--- src/rtl/div16u8_seq_if.sv ---
// Valid/ready operand and result stream for the sequential 16/8 unsigned divider.
interface div16u8_seq_if;
    logic        in_valid;
    logic        in_ready;
    logic [15:0] dividend;
    logic [7:0]  divisor;
    logic        out_valid;
    logic        out_ready;
    logic [7:0]  quotient;
    logic [7:0]  remainder;
    logic        ovf;

    modport master (
        output in_valid, dividend, divisor, out_ready,
        input  in_ready, out_valid, quotient, remainder, ovf
    );

    modport slave (
        input  in_valid, dividend, divisor, out_ready,
        output in_ready, out_valid, quotient, remainder, ovf
    );
endinterface

--- src/rtl/div16u8_seq.sv ---
// Restoring 16/8 unsigned divider, one quotient bit per cycle, MSB first.
// TRUNC_BITS low quotient bits are skipped to shorten latency (remainder then reads 0).
module div16u8_seq #(
    parameter int TRUNC_BITS = 0
) (
    input  logic          clk,
    input  logic          rst_n,
    div16u8_seq_if.slave  bus
);
    typedef enum logic [1:0] {
        S_IDLE = 2'd0,
        S_CALC = 2'd1,
        S_DONE = 2'd2
    } state_t;

    localparam logic [2:0] LP_K_LAST = 3'(TRUNC_BITS);

    state_t     r_state;
    state_t     w_state_nxt;
    logic [7:0] r_dvd_lo;
    logic [7:0] r_dsr;
    logic [7:0] r_rem;
    logic [7:0] r_q;
    logic [2:0] r_k;
    logic [7:0] r_quot;
    logic [7:0] r_rem_out;
    logic       r_ovf;

    logic       w_accept;
    logic       w_ovf_in;
    logic [8:0] w_t;
    logic       w_ge;
    logic [7:0] w_rem_nxt;
    logic [7:0] w_q_nxt;
    logic       w_last;
    logic       w_in_ready;
    logic       w_out_valid;

    assign w_accept = bus.in_valid && (r_state == S_IDLE);
    // Quotient would not fit in 8 bits (or divisor is zero): saturate without iterating.
    assign w_ovf_in = (bus.divisor == 8'd0) || (bus.dividend[15:8] >= bus.divisor);

    // One restoring step: R < divisor keeps the trial value within 9 bits.
    always_comb begin
        w_t       = {r_rem, r_dvd_lo[r_k]};
        w_ge      = (w_t >= {1'b0, r_dsr});
        w_rem_nxt = w_ge ? 8'(w_t - {1'b0, r_dsr}) : w_t[7:0];
        w_q_nxt   = r_q | ({7'd0, w_ge} << r_k);
        w_last    = (r_k == LP_K_LAST);
    end

    // State register.
    always_ff @(posedge clk or negedge rst_n) begin
        if (!rst_n) begin
            r_state <= S_IDLE;
        end else begin
            r_state <= w_state_nxt;
        end
    end

    // Next-state logic.
    always_comb begin
        w_state_nxt = r_state;
        case (r_state)
            S_IDLE: begin
                if (bus.in_valid) begin
                    w_state_nxt = w_ovf_in ? S_DONE : S_CALC;
                end else begin
                    w_state_nxt = S_IDLE;
                end
            end
            S_CALC: begin
                if (w_last) begin
                    w_state_nxt = S_DONE;
                end else begin
                    w_state_nxt = S_CALC;
                end
            end
            S_DONE: begin
                if (bus.out_ready) begin
                    w_state_nxt = S_IDLE;
                end else begin
                    w_state_nxt = S_DONE;
                end
            end
            default: w_state_nxt = S_IDLE;
        endcase
    end

    // Handshake outputs decoded from the registered state only.
    always_comb begin
        w_in_ready  = 1'b0;
        w_out_valid = 1'b0;
        case (r_state)
            S_IDLE:  w_in_ready  = 1'b1;
            S_DONE:  w_out_valid = 1'b1;
            default: begin
                w_in_ready  = 1'b0;
                w_out_valid = 1'b0;
            end
        endcase
    end

    // Datapath: operand capture, iteration, and result load (results persist until next load).
    always_ff @(posedge clk or negedge rst_n) begin
        if (!rst_n) begin
            r_dvd_lo  <= 8'd0;
            r_dsr     <= 8'd0;
            r_rem     <= 8'd0;
            r_q       <= 8'd0;
            r_k       <= 3'd0;
            r_quot    <= 8'd0;
            r_rem_out <= 8'd0;
            r_ovf     <= 1'b0;
        end else begin
            case (r_state)
                S_IDLE: begin
                    if (w_accept) begin
                        r_dvd_lo <= bus.dividend[7:0];
                        r_dsr    <= bus.divisor;
                        r_q      <= 8'd0;
                        r_k      <= 3'd7;
                        if (w_ovf_in) begin
                            r_rem     <= 8'd0;
                            r_quot    <= 8'hFF;
                            r_rem_out <= 8'd0;
                            r_ovf     <= 1'b1;
                        end else begin
                            r_rem <= bus.dividend[15:8];
                        end
                    end
                end
                S_CALC: begin
                    r_rem <= w_rem_nxt;
                    r_q   <= w_q_nxt;
                    r_k   <= r_k - 3'd1;
                    if (w_last) begin
                        r_quot    <= w_q_nxt;
                        r_rem_out <= (TRUNC_BITS == 0) ? w_rem_nxt : 8'd0;
                        r_ovf     <= 1'b0;
                    end
                end
                default: begin
                    r_rem <= r_rem;
                end
            endcase
        end
    end

    assign bus.in_ready  = w_in_ready;
    assign bus.out_valid = w_out_valid;
    assign bus.quotient  = r_quot;
    assign bus.remainder = r_rem_out;
    assign bus.ovf       = r_ovf;
endmodule
--- src/flat_wrapper.sv ---
// flat-port wrapper written by rule: the top's interface ports become plain ports
module div16u8_seq_flat 
#(
    parameter int TRUNC_BITS = 0
)
  (clk, rst_n, bus_in_valid, bus_dividend, bus_divisor, bus_out_ready, bus_in_ready, bus_out_valid, bus_quotient, bus_remainder, bus_ovf);
  div16u8_seq_if bus_i ();
  input  logic clk;
  input  logic rst_n;
  input wire logic [$bits(bus_i.in_valid)-1:0] bus_in_valid;
  input wire logic [$bits(bus_i.dividend)-1:0] bus_dividend;
  input wire logic [$bits(bus_i.divisor)-1:0] bus_divisor;
  input wire logic [$bits(bus_i.out_ready)-1:0] bus_out_ready;
  output wire logic [$bits(bus_i.in_ready)-1:0] bus_in_ready;
  output wire logic [$bits(bus_i.out_valid)-1:0] bus_out_valid;
  output wire logic [$bits(bus_i.quotient)-1:0] bus_quotient;
  output wire logic [$bits(bus_i.remainder)-1:0] bus_remainder;
  output wire logic [$bits(bus_i.ovf)-1:0] bus_ovf;
  assign bus_i.in_valid = bus_in_valid;
  assign bus_i.dividend = bus_dividend;
  assign bus_i.divisor = bus_divisor;
  assign bus_i.out_ready = bus_out_ready;
  assign bus_in_ready = bus_i.in_ready;
  assign bus_out_valid = bus_i.out_valid;
  assign bus_quotient = bus_i.quotient;
  assign bus_remainder = bus_i.remainder;
  assign bus_ovf = bus_i.ovf;
  div16u8_seq #(.TRUNC_BITS(TRUNC_BITS)) u_core (.clk(clk), .rst_n(rst_n), .bus(bus_i));
endmodule
--- config.mk ---
export PLATFORM = sky130hd
export DESIGN_NAME = div16u8_seq_flat
export DESIGN_NICKNAME = d
export VERILOG_FILES = /design/src/rtl/div16u8_seq_if.sv /design/src/rtl/div16u8_seq.sv /design/src/flat_wrapper.sv
export SDC_FILE = /design/constraint.sdc
export NUM_CORES = 1
export LEC_CHECK = 0
export ABC_AREA = 1
export BUFFER_PORTS_ARGS = -buffer_cell sky130_fd_sc_hd__buf_2
export CAP_MARGIN = 20
export CORE_MARGIN = 3
export CORE_UTILIZATION = 50
export CTS_CLUSTER_DIAMETER = 100
export CTS_CLUSTER_SIZE = 24
export DETAILED_ROUTE_END_ITERATION = 10
export PLACE_DENSITY_LB_ADDON = 0.25
export SLEW_MARGIN = 25
export SYNTH_ARGS = -nofsm -noshare
export SYNTH_HDL_FRONTEND = slang
export SYNTH_SLANG_ARGS = --single-unit
--- constraint.sdc ---
create_clock -name clk -period 3.5 [get_ports clk]
set_clock_uncertainty 0.2 [all_clocks]
set_input_delay 0.525 -clock clk [delete_from_list [all_inputs] [get_ports clk]]
set_output_delay 0.525 -clock clk [all_outputs]
set_load 0.02 [all_outputs]
; Yosys cells after proc, flatten, opt, wreduce, memory -nomap -nowiden
; Cells that the tools add are included.
[op_classes]
n_addsub = 2
mul = 0
div = 0
n_lt_le_gt_ge = 3
n_eq_ne = 5
n_shift = 1
mux = 29
n_bitwise = 1
n_reduce_logical = 9
[op_table]
columns = cell, n
row1 = 2-to-1 mux 8 bit, 10
row2 = case mux 8 bit (2 select lines), 4
row3 = greater-or-equal comparator 9 x 8 -> 1 bit, 1
row4 = greater-or-equal comparator 8 bit, 1
row5 = logical NOT 8 bit, 1
row6 = 2-to-1 mux 2 bit, 4
row7 = OR 8 bit, 1
row8 = left shift 1 x 3 -> 8 bit, 1
row9 = subtractor 8 bit, 1
row10 = 2-to-1 mux 1 bit, 6
row11 = inequality test 2 x 1 -> 1 bit (second input constant), 3
row12 = case mux 2 bit (3 select lines), 1
row13 = case mux 3 bit (2 select lines), 1
row14 = < comparator 3 x 4 -> 1 bit (second input constant), 1
row15 = AND reduction 2 bit, 2
row16 = AND reduction 4 bit, 1
row17 = binary-select mux 1 bit (select 3 bit), 1
row18 = logical NOT 3 bit, 1
row19 = 2-to-1 mux 3 bit, 1
row20 = subtractor 3 x 1 -> 3 bit (second input constant), 1
row21 = equality test 2 x 1 -> 1 bit (second input constant), 1
row22 = equality test 2 bit (second input constant), 1
row23 = logical NOT 2 bit, 1
row24 = case mux 1 bit (2 select lines), 1
row25 = other kinds (3), 3
[totals]
reg_bits = 54
latch_bits = 0
ramBits = 0
romBits = 0
in_bits = 28
output_inout_bits = 19
elab_cells = 59
mem_count = 0

; Depth between registers and ports, before layout
; Gate-level depths: netlist of run 1.
[logic_depth]
depth_word = 7
ltp_mapped = 19
depth_no_buf = 18

; Worst setup path before layout of run 1
; No wires, ideal clock.
[synth_path]
path_kind = flip-flop to flip-flop
startpoint = register u_core.r_k[2]
endpoint = register u_core.r_rem[4]
setup_time_ps = 124
arrival_time_ps = 2005
t_required_ps = 3176
path_slack_ps = 1170
path_stages_with_launch = 16
path_buffers = 2
synth_period_minus_slack_ps = 2330
cell_sequence = dfrtp_1 > buf_2 > inv_1 > buf_2 > nand3_1 > nand2_1 > ha_1 > inv_1 > fa_1 > nand3_1 > nand2_1 > xor2_1 > nand2_1 > nand2_1 > nand2_1 > nand3_1
[synth_between]
elab_chain_cells = 5
elab_cells_between_ends = 6
cone_classes = add/sub (1) / order compare (1) / mux (4)
[synth_lines]
columns = element, line
row1 = start: declaration, div16u8_seq.sv:24  ; logic [2:0] r_k;
row2 = start signal: assignment, div16u8_seq.sv:136  ; r_k <= r_k - 3'd1;
row3 = binary-select mux 1 bit (select 3 bit) *, div16u8_seq.sv:45  ; w_t = {r_rem, r_dvd_lo[r_k]};
row4 = 2-to-1 mux 1 bit (implied by the code) *, div16u8_seq.sv:45
row5 = subtractor 8 bit / greater-or-equal comparator 9 x 8 -> 1 bit (equally long branches), "div16u8_seq.sv:47, div16u8_seq.sv:46"
row6 = 2-to-1 mux 8 bit *, div16u8_seq.sv:47  ; w_rem_nxt = w_ge ? 8'(w_t - {1'b0, r_dsr}) : w_t[7:0];
row7 = case mux 8 bit (2 select lines) *, div16u8_seq.sv:116  ; case (r_state)
row8 = end signal: assignment, div16u8_seq.sv:129  ; r_rem <= bus.dividend[15:8];
row9 = end signal: assignment, div16u8_seq.sv:134  ; r_rem <= w_rem_nxt;
row10 = end signal: assignment, div16u8_seq.sv:144  ; r_rem <= r_rem;
row11 = end: declaration, div16u8_seq.sv:22  ; logic [7:0] r_rem;
; Every way passes the cells marked *; elsewhere a longest branch is shown, timed or not. The select of a mux whose other input is x is not followed.
; A chain may end at the register's enable or synchronous reset.

; Worst setup path in the final report of run 1
[layout_path]
startpoint = register u_core.r_k[0]
endpoint = register u_core.r_rem_out[4], in the netlist u_core.bus.remainder[4]
[layout_between]
elab_chain_cells = 6
elab_cells_between_ends = 10
cone_classes = add/sub (1) / order compare (1) / eq/ne (1) / mux (5) / reduce/logical (2)
[layout_lines]
columns = element, line
row1 = binary-select mux 1 bit (select 3 bit), div16u8_seq.sv:45
row2 = 2-to-1 mux 1 bit (implied by the code), div16u8_seq.sv:45
row3 = subtractor 8 bit / greater-or-equal comparator 9 x 8 -> 1 bit (equally long branches), "div16u8_seq.sv:47, div16u8_seq.sv:46"
row4 = 2-to-1 mux 8 bit, div16u8_seq.sv:47
row5 = 2-to-1 mux 8 bit, div16u8_seq.sv:137  ; if (w_last) begin
row6 = case mux 8 bit (2 select lines), div16u8_seq.sv:116
row7 = end signal: assignment, div16u8_seq.sv:139  ; r_rem_out <= (TRUNC_BITS == 0) ? w_rem_nxt : 8'd0;
row8 = end: declaration, div16u8_seq.sv:26  ; logic [7:0] r_rem_out;
; Parallel ways exist; a longest one is shown, timed or not. The select of a mux whose other input is x is not followed.

==> key figures, run 1 <==
Setup path
  • Reg2reg start: u_core.r_k[0]$_DFFE_PN0P_
  • Cell mode on critical path: nand2_1
  • CP startpoint kind: register
  • CP peak stage delay: 0.51 ns
  • Slowest cell on the critical path: dfrtp_1
  • RR Endpoint: u_core.bus.remainder[4]$_DFFE_PN0P_
  • Critical Path Start: u_core.r_k[0]$_DFFE_PN0P_
  • Worst r2r path cells: 15
  • Required time worst endpoint: 3.54 ns
  • Worst Path Arrival: 2.78 ns
  • FF-to-FF setup slack: 0.77 ns
  • Crit Path Max Fanout: 11
  • Worst-path cell chain: inv_1, nand2_1, nand3_1, nand3_1, nand2_1, ha_1, inv_1, fa_1, nand3_1, nand2_1, xor2_1, nand2_1, nand2_1, nand2_1, o21ai_1
  • Crit path to: u_core.bus.remainder[4]$_DFFE_PN0P_
  • Crit path capture type: register
  • Crit Path Class: register to register

Global routing
  • First-pass GRT wire length: 13400 um
  • GRT Residual Overflow: 0
  • Vias in the first global route: 2790
  • Largest net degree at the start of global routing: 35
  • Overall global routing resource usage: 22.4%
  • Initial antenna violation count: 0

Floorplanning
  • I/O Pins: 47
  • Die width: 86.7 um
  • Die Span Y: 86.7 um
  • Core area: 6130 sq um
  • Row cnt: 28
  • DIE AREA: 7520 sq um
  • Starting density of the core: 53.2%

Job
  • Max-cap violations: 0

CTS
  • Num CTS Buffers: 5
  • CTS root buf: clkbuf_8
  • Clock slew at reported path FFs: 0.11 ns
  • Worst skew pair latency: 0.31 ns
  • Number of H-tree levels: 2
  • CTS tree: yes
  • Clock sinks: 54
  • Setup bufs post-CTS: 0
  • Max Root-Sink Buffers: 2

Placement
  • Placed insts: 541
  • IO buf count: 46
  • Routability cong.: 0.887
  • DP HPWL: 5980 um

Timing
  • WHS: 0.207 ns
  • Setup TNS Final: 0 ns
  • Final cycle utilization of the critical path: 78.1%
  • Final min period: 2.73 ns
  • Max_slew headroom: 56.6%
  • RSZ-0062 raised after global routing: no
  • Worst-margin pin slew: 0.650 ns
  • Fin. Hold Viols: 0
  • Max Slew Vio Count: 0
  • Final setup fails: 0
  • Peak Freq: 0.366 GHz

Yosys
  • Largest cells by area after synthesis: dfrtp_1 (41%), nand2_1 (15%), inv_1 (7.9%)
  • Share of the synthesized area in the top cell type: 41.5%
  • Dominant cell type by area after synthesis: dfrtp_1
  • Synth Warn #: 0
  • Mean post-synth cell area: 7.58 sq um
  • Net Count, Synth: 477
  • Register area share after synthesis: 41.5%
  • Number of distinct library cells after synthesis: 31
  • Post-synthesis cell area: 3260 sq um
  • Synth Register Bits: 54
  • Post-Synthesis Cells: 430

Cells and area
  • Net count, final: 521
  • Commonest non-fill, non-tap cell in the layout: nand2_1
  • Commonest non-fill, non-tap cells in the layout: nand2_1 (128), inv_1 (69), dfrtp_1 (54), buf_2 (46), nand3_1 (28)
  • Fin cells: 550
  • Area grow syn2layout: 11.8%
  • Share of post-route cells with drive strength above 1: 16.6%
  • Util after Layout: 59.4%
  • Fill cells: 593
  • Diodes inserted: 0

Pwr
  • PwrDens: 983 nW/um^2
  • Lkg Pwr: 0.00192 uW
  • Peak supply drop: 0.509 mV

Routing
  • Routed WL: 7840 um
  • DRC viols: 0
  • Initial DRC Count: 252
  • Wire per inst: 14.3 um
  • First drt pass iteration count: 4
  • Post-route ant nets: 0
  • Via count: 2877
  • Number of vias per cell: 5.23

Min path
  • Hold_sp: bus_out_ready
  • Worst min path class: input port to register

Status
  • Status: finished clean
synth_stat cells (all sizes together):
cell    count
inv        70
xnor2       2
nand3      33
clkbuf      2
o21ai      26
a21oi      24
nor3        2
and2        2
nand2     133
nand4      15
nand3b      5
o21bai      1
xor2        3
nor2       21
fa          1
dfrtp      54
or2         2
a22oi       2
ha         18
buf        12
o211ai      2
critical path: cells and delay by family (launching register included):
family          cells  cell delay, ns
xor+xnor            1            0.14
simple gates        9            0.72
compound gates      1            0.15
flops               1            0.51
buf+inv             2            0.34
fa+ha+maj           2            0.59
sequential cells by signal, indices dropped and copies added, names as in the netlist:
name,count
u_core.r_state,2
u_core.r_rem,8
u_core.bus.quotient,8
u_core.r_q,8
u_core.bus.ovf,1
u_core.bus.remainder,8
u_core.r_dvd_lo,8
u_core.r_dsr,8
u_core.r_k,3
worst min path at each step:
stage,end,slack (ns),depth (start not counted)
2_1_floorplan,u_core.bus.ovf$_DFFE_PN0P_,0.03,0
3_3_place_gp,u_core.bus.ovf$_DFFE_PN0P_,0.26,2
3_5_place_dp,u_core.bus.remainder[2]$_DFFE_PN0P_,0.26,2
4_1_cts,u_core.r_state[1]$_DFF_PN0_,0.20,2
5_1_grt,u_core.r_state[1]$_DFF_PN0_,0.21,2
6_report,u_core.r_state[1]$_DFF_PN0_,0.21,2
cell families after synthesis:
family | count (synthesis) | synth area share [%]
AND/OR/NAND/NOR | 213 | 29.7
buffers and inverters | 84 | 10.5
AO/OA/AOI/OAI | 55 | 9.52
flip-flops | 54 | 41.5
adder cells (fa/ha/maj) | 19 | 7.52
XOR/XNOR | 5 | 1.34
where the power goes:
group	total (uW)	internal, uW	switching [uW]
clock network	387	164	223
registers	1040	874	170
logic	2150	742	1410
total	3580	1780	1800
repair_timing:
item | CTS | global route
resized for setup | 0 | 0
hold buffers | 1 | 0
endpoints found under the hold margin | 7 | 0
cell type report:
cell class / count / area (sq um) / share of cell area, %
well taps: 75 / 93.8 / 2.58
clock buffers: 6 / 82.6 / 2.27
repair buffers: 51 / 270 / 7.42
multi-input cells: 292 / 1570 / 43.0
inverters: 70 / 263 / 7.21
clock inverters: 2 / 16.3 / 0.446
flip-flops and latches: 54 / 1350 / 37.1
metrics by stage:
stage	total power [uW]	setup slack [ns]	instance area, sq um
after floorplan	2710	1.17	3260
after global placement	3140	0.780	3530
after detailed placement	3200	0.777	3530
after CTS	3580	0.750	3640
after global routing	3940	0.513	3640
final	3580	0.767	3640
per-layer routing:
metal / wire length [um] / up-vias / GRT usage, %
li1: - / 1456 / -
met1: 3770 / 1316 / 33.0
met2: 3460 / 97 / 34.9
met3: 501 / 8 / 3.23
met4: 111 / 0 / 5.52
met5: 0 / - / 0
No activity file was read; power rests on OpenSTA's default activity.
==> inputs of run 2 (changes only) <==
- clock period: 3.5 -> 2.7 ns (I/O delays scaled with it)
==> run 2 against run 1 <==
Compared with the run above:
- largest cell class unchanged
- non-clock buffer count increased by 7
- register-to-register slack got worse by 0.56 ns
- total power rose by 31%
- fmax grew 9.5%
- combinational power is 33% higher
- critical path depth increased by 1
- via count shrank 0.80%
==> key figures, run 2 (same netlist as run 1, synthesis figures left out) <==
Status
  • Status: finished clean (unchanged)

Floorplanning
  • Starting density of the core: 53.2% (unchanged)
  • I/O Pins: 47 (unchanged)
  • Die width: 86.7 um (unchanged)
  • Core area: 6130 sq um (unchanged)
  • Die Span Y: 86.7 um (unchanged)
  • Row cnt: 28 (unchanged)
  • DIE AREA: 7520 sq um (unchanged)

Setup path
  • Crit Path Max Fanout: 6 (was 11)
  • Crit-path leading delay family: simple AND/OR/NAND/NOR gates (unchanged)
  • CP peak stage delay: 0.43 ns (was 0.51 ns)
  • Crit path capture type: register (unchanged)
  • FF-to-FF setup slack: 0.20 ns (was 0.77 ns)
  • Slowest cell on the critical path: dfrtp_2 (was dfrtp_1)
  • Worst-path cell chain: buf_4, nand2_1, nand3_1, nand3_1, nand2_1, ha_1, inv_1, fa_2, nand2_1, nand3_1, nand2_1, nand2_1, nand2_1, nand2_1, nand2_1, o211ai_1 (was inv_1, nand2_1, nand3_1, nand3_1, nand2_1, ha_1, inv_1, fa_1, nand3_1, nand2_1, xor2_1, nand2_1, nand2_1, nand2_1, o21ai_1)
  • CP startpoint kind: register (unchanged)
  • Required time worst endpoint: 2.69 ns (was 3.54 ns)
  • Cell mode on critical path: nand2_1 (unchanged)
  • Worst path bufs/invs: 2 (unchanged)
  • Crit Path Class: register to register (unchanged)
  • Worst Path Arrival: 2.49 ns (was 2.78 ns)

Global routing
  • First-pass GRT wire length: 13100 um (was 13400 um)
  • Overall global routing resource usage: 22.2% (was 22.4%)
  • Met3 Usage GRT: 3.04% (was 3.23%)
  • GRT Residual Overflow: 0 (unchanged)
  • Largest net degree at the start of global routing: 28 (was 35)
  • Initial antenna violation count: 0 (unchanged)
  • Vias in the first global route: 2761 (was 2790)
  • M2 GR Usage: 33.0% (was 34.9%)
  • Grt met1 use: 33.9% (was 33.0%)
  • Busiest grt layer: met1 (was met2)

Cells and area
  • Util after Layout: 60.4% (was 59.4%)
  • Fill cells: 563 (was 593)
  • Final instance area: 3700 sq um (was 3640 sq um)
  • Commonest non-fill, non-tap cells in the layout: nand2_1 (128), inv_1 (68), dfrtp_1 (53), buf_2 (46), nand3_1 (28) (was nand2_1 (128), inv_1 (69), dfrtp_1 (54), buf_2 (46), nand3_1 (28))
  • Share of post-route cells with drive strength above 1: 18.7% (was 16.6%)
  • Net count, final: 528 (was 521)
  • Area grow syn2layout: 13.6% (was 11.8%)
  • Commonest non-fill, non-tap cell in the layout: nand2_1 (unchanged)
  • Diodes inserted: 0 (unchanged)

CTS
  • CTS root buf: clkbuf_8 (unchanged)
  • Number of H-tree levels: 2 (unchanged)
  • Clock sinks: 54 (unchanged)
  • Num CTS Buffers: 5 (unchanged)
  • Clock slew at reported path FFs: 0.10 ns (was 0.11 ns)
  • CTS tree: yes (unchanged)
  • Worst skew pair latency: 0.30 ns (was 0.31 ns)
  • Max Root-Sink Buffers: 2 (unchanged)

Timing
  • Max_slew headroom: 44.9% (was 56.6%)
  • Max Slew Vio Count: 0 (unchanged)
  • WHS: 0.0942 ns (was 0.207 ns)
  • Final cycle utilization of the critical path: 92.4% (was 78.1%)
  • Final min period: 2.50 ns (was 2.73 ns)
  • Fin. Hold Viols: 0 (unchanged)
  • Setup TNS Final: 0 ns (unchanged)
  • Peak Freq: 0.401 GHz (was 0.366 GHz)
  • Worst-margin pin slew: 0.823 ns (was 0.650 ns)
  • Final worst setup slack: 0.204 ns (was 0.767 ns)
  • Final setup fails: 0 (unchanged)

Pwr
  • Peak supply drop: 0.627 mV (was 0.509 mV)
  • PwrDens: 1270 nW/um^2 (was 983 nW/um^2)
  • Lkg Pwr: 0.00195 uW (was 0.00192 uW)

Placement
  • Dpl ws: 0.0424 ns (was 0.777 ns)
  • Dpl cell area: 3580 sq um (was 3530 sq um)
  • IO buf count: 46 (unchanged)
  • Routability cong.: 0.936 (was 0.887)
  • DP HPWL: 5990 um (was 5980 um)

Routing
  • DRC viols: 0 (unchanged)
  • Wire per inst: 14.0 um (was 14.3 um)
  • Routed WL: 7800 um (was 7840 um)
  • Number of vias per cell: 5.12 (was 5.23)
  • Initial DRC Count: 198 (was 252)
  • Post-route ant nets: 0 (unchanged)
  • Via count: 2854 (was 2877)
  • First drt pass iteration count: 4 (unchanged)

Job
  • Max-cap violations: 0 (unchanged)

Min path
  • Worst min path class: input port to register (unchanged)
==> run 2: worst min-delay path: stages <==
cell	delay, ns
buf_2	0.08
nand2_1	0.04
nand2_1	0.04
==> run 2: area by class of cell <==
class                      count  area [sq um]  area share, %
multi-input combinational    292          1570           42.4
timing repair buffer          58           323           8.72
clock buffer                   6          82.6           2.23
clock inverter                 2          17.5          0.473
inverter                      70           263           7.10
tap                           75          93.8           2.53
sequential                    54          1350           36.5
==> run 2: worst paths after layout <==
kind	from	to	depth (start not counted)
hold reg to reg	u_core.bus.remainder[6]$_DFFE_PN0P_	u_core.bus.remainder[6]$_DFFE_PN0P_	2
setup / recovery	u_core.r_k[0]$_DFFE_PN0P_	u_core.r_rem[6]$_DFFE_PN0P_	16
setup reg to reg	u_core.r_k[0]$_DFFE_PN0P_	u_core.r_rem[6]$_DFFE_PN0P_	16
hold / removal	bus_dividend[4]	u_core.r_dvd_lo[4]$_DFFE_PN0P_	3
min in group asynchronous	rst_n	u_core.bus.remainder[7]$_DFFE_PN0P_	2
max in group asynchronous	rst_n	u_core.r_rem[1]$_DFFE_PN0P_	3
==> run 2: timing repair <==
item | CTS | global route
endpoints found under the setup margin | 0 | 20
hold buffers | 1 | 0
hold endpoints to repair | 21 | 0
buffers inserted | 0 | 1
resized for setup | 0 | 4
==> run 2: per-stage QoR <==
step / total power, uW / std cells
floorplan: 3520 / 430
global placement: 4100 / 547
detailed placement: 4160 / 547
CTS: 4670 / 556
global route: 5170 / 557
finish: 4700 / 557
==> run 2: report_power, final <==
group          total, uW  internal (uW)  switching [uW]
sequential          1350           1130             214
combinational       2860           1010            1850
clock                493            212             281
total               4700           2350            2350
==> run 2: per-layer routing <==
metal | wire length [um] | share of wire (%) | up-vias
met4 | 95 | 1.2 | 0
met2 | 3410 | 44 | 83
met3 | 488 | 6.3 | 6
met5 | 0 | 0 | -
li1 | - | - | 1464
met1 | 3810 | 49 | 1301
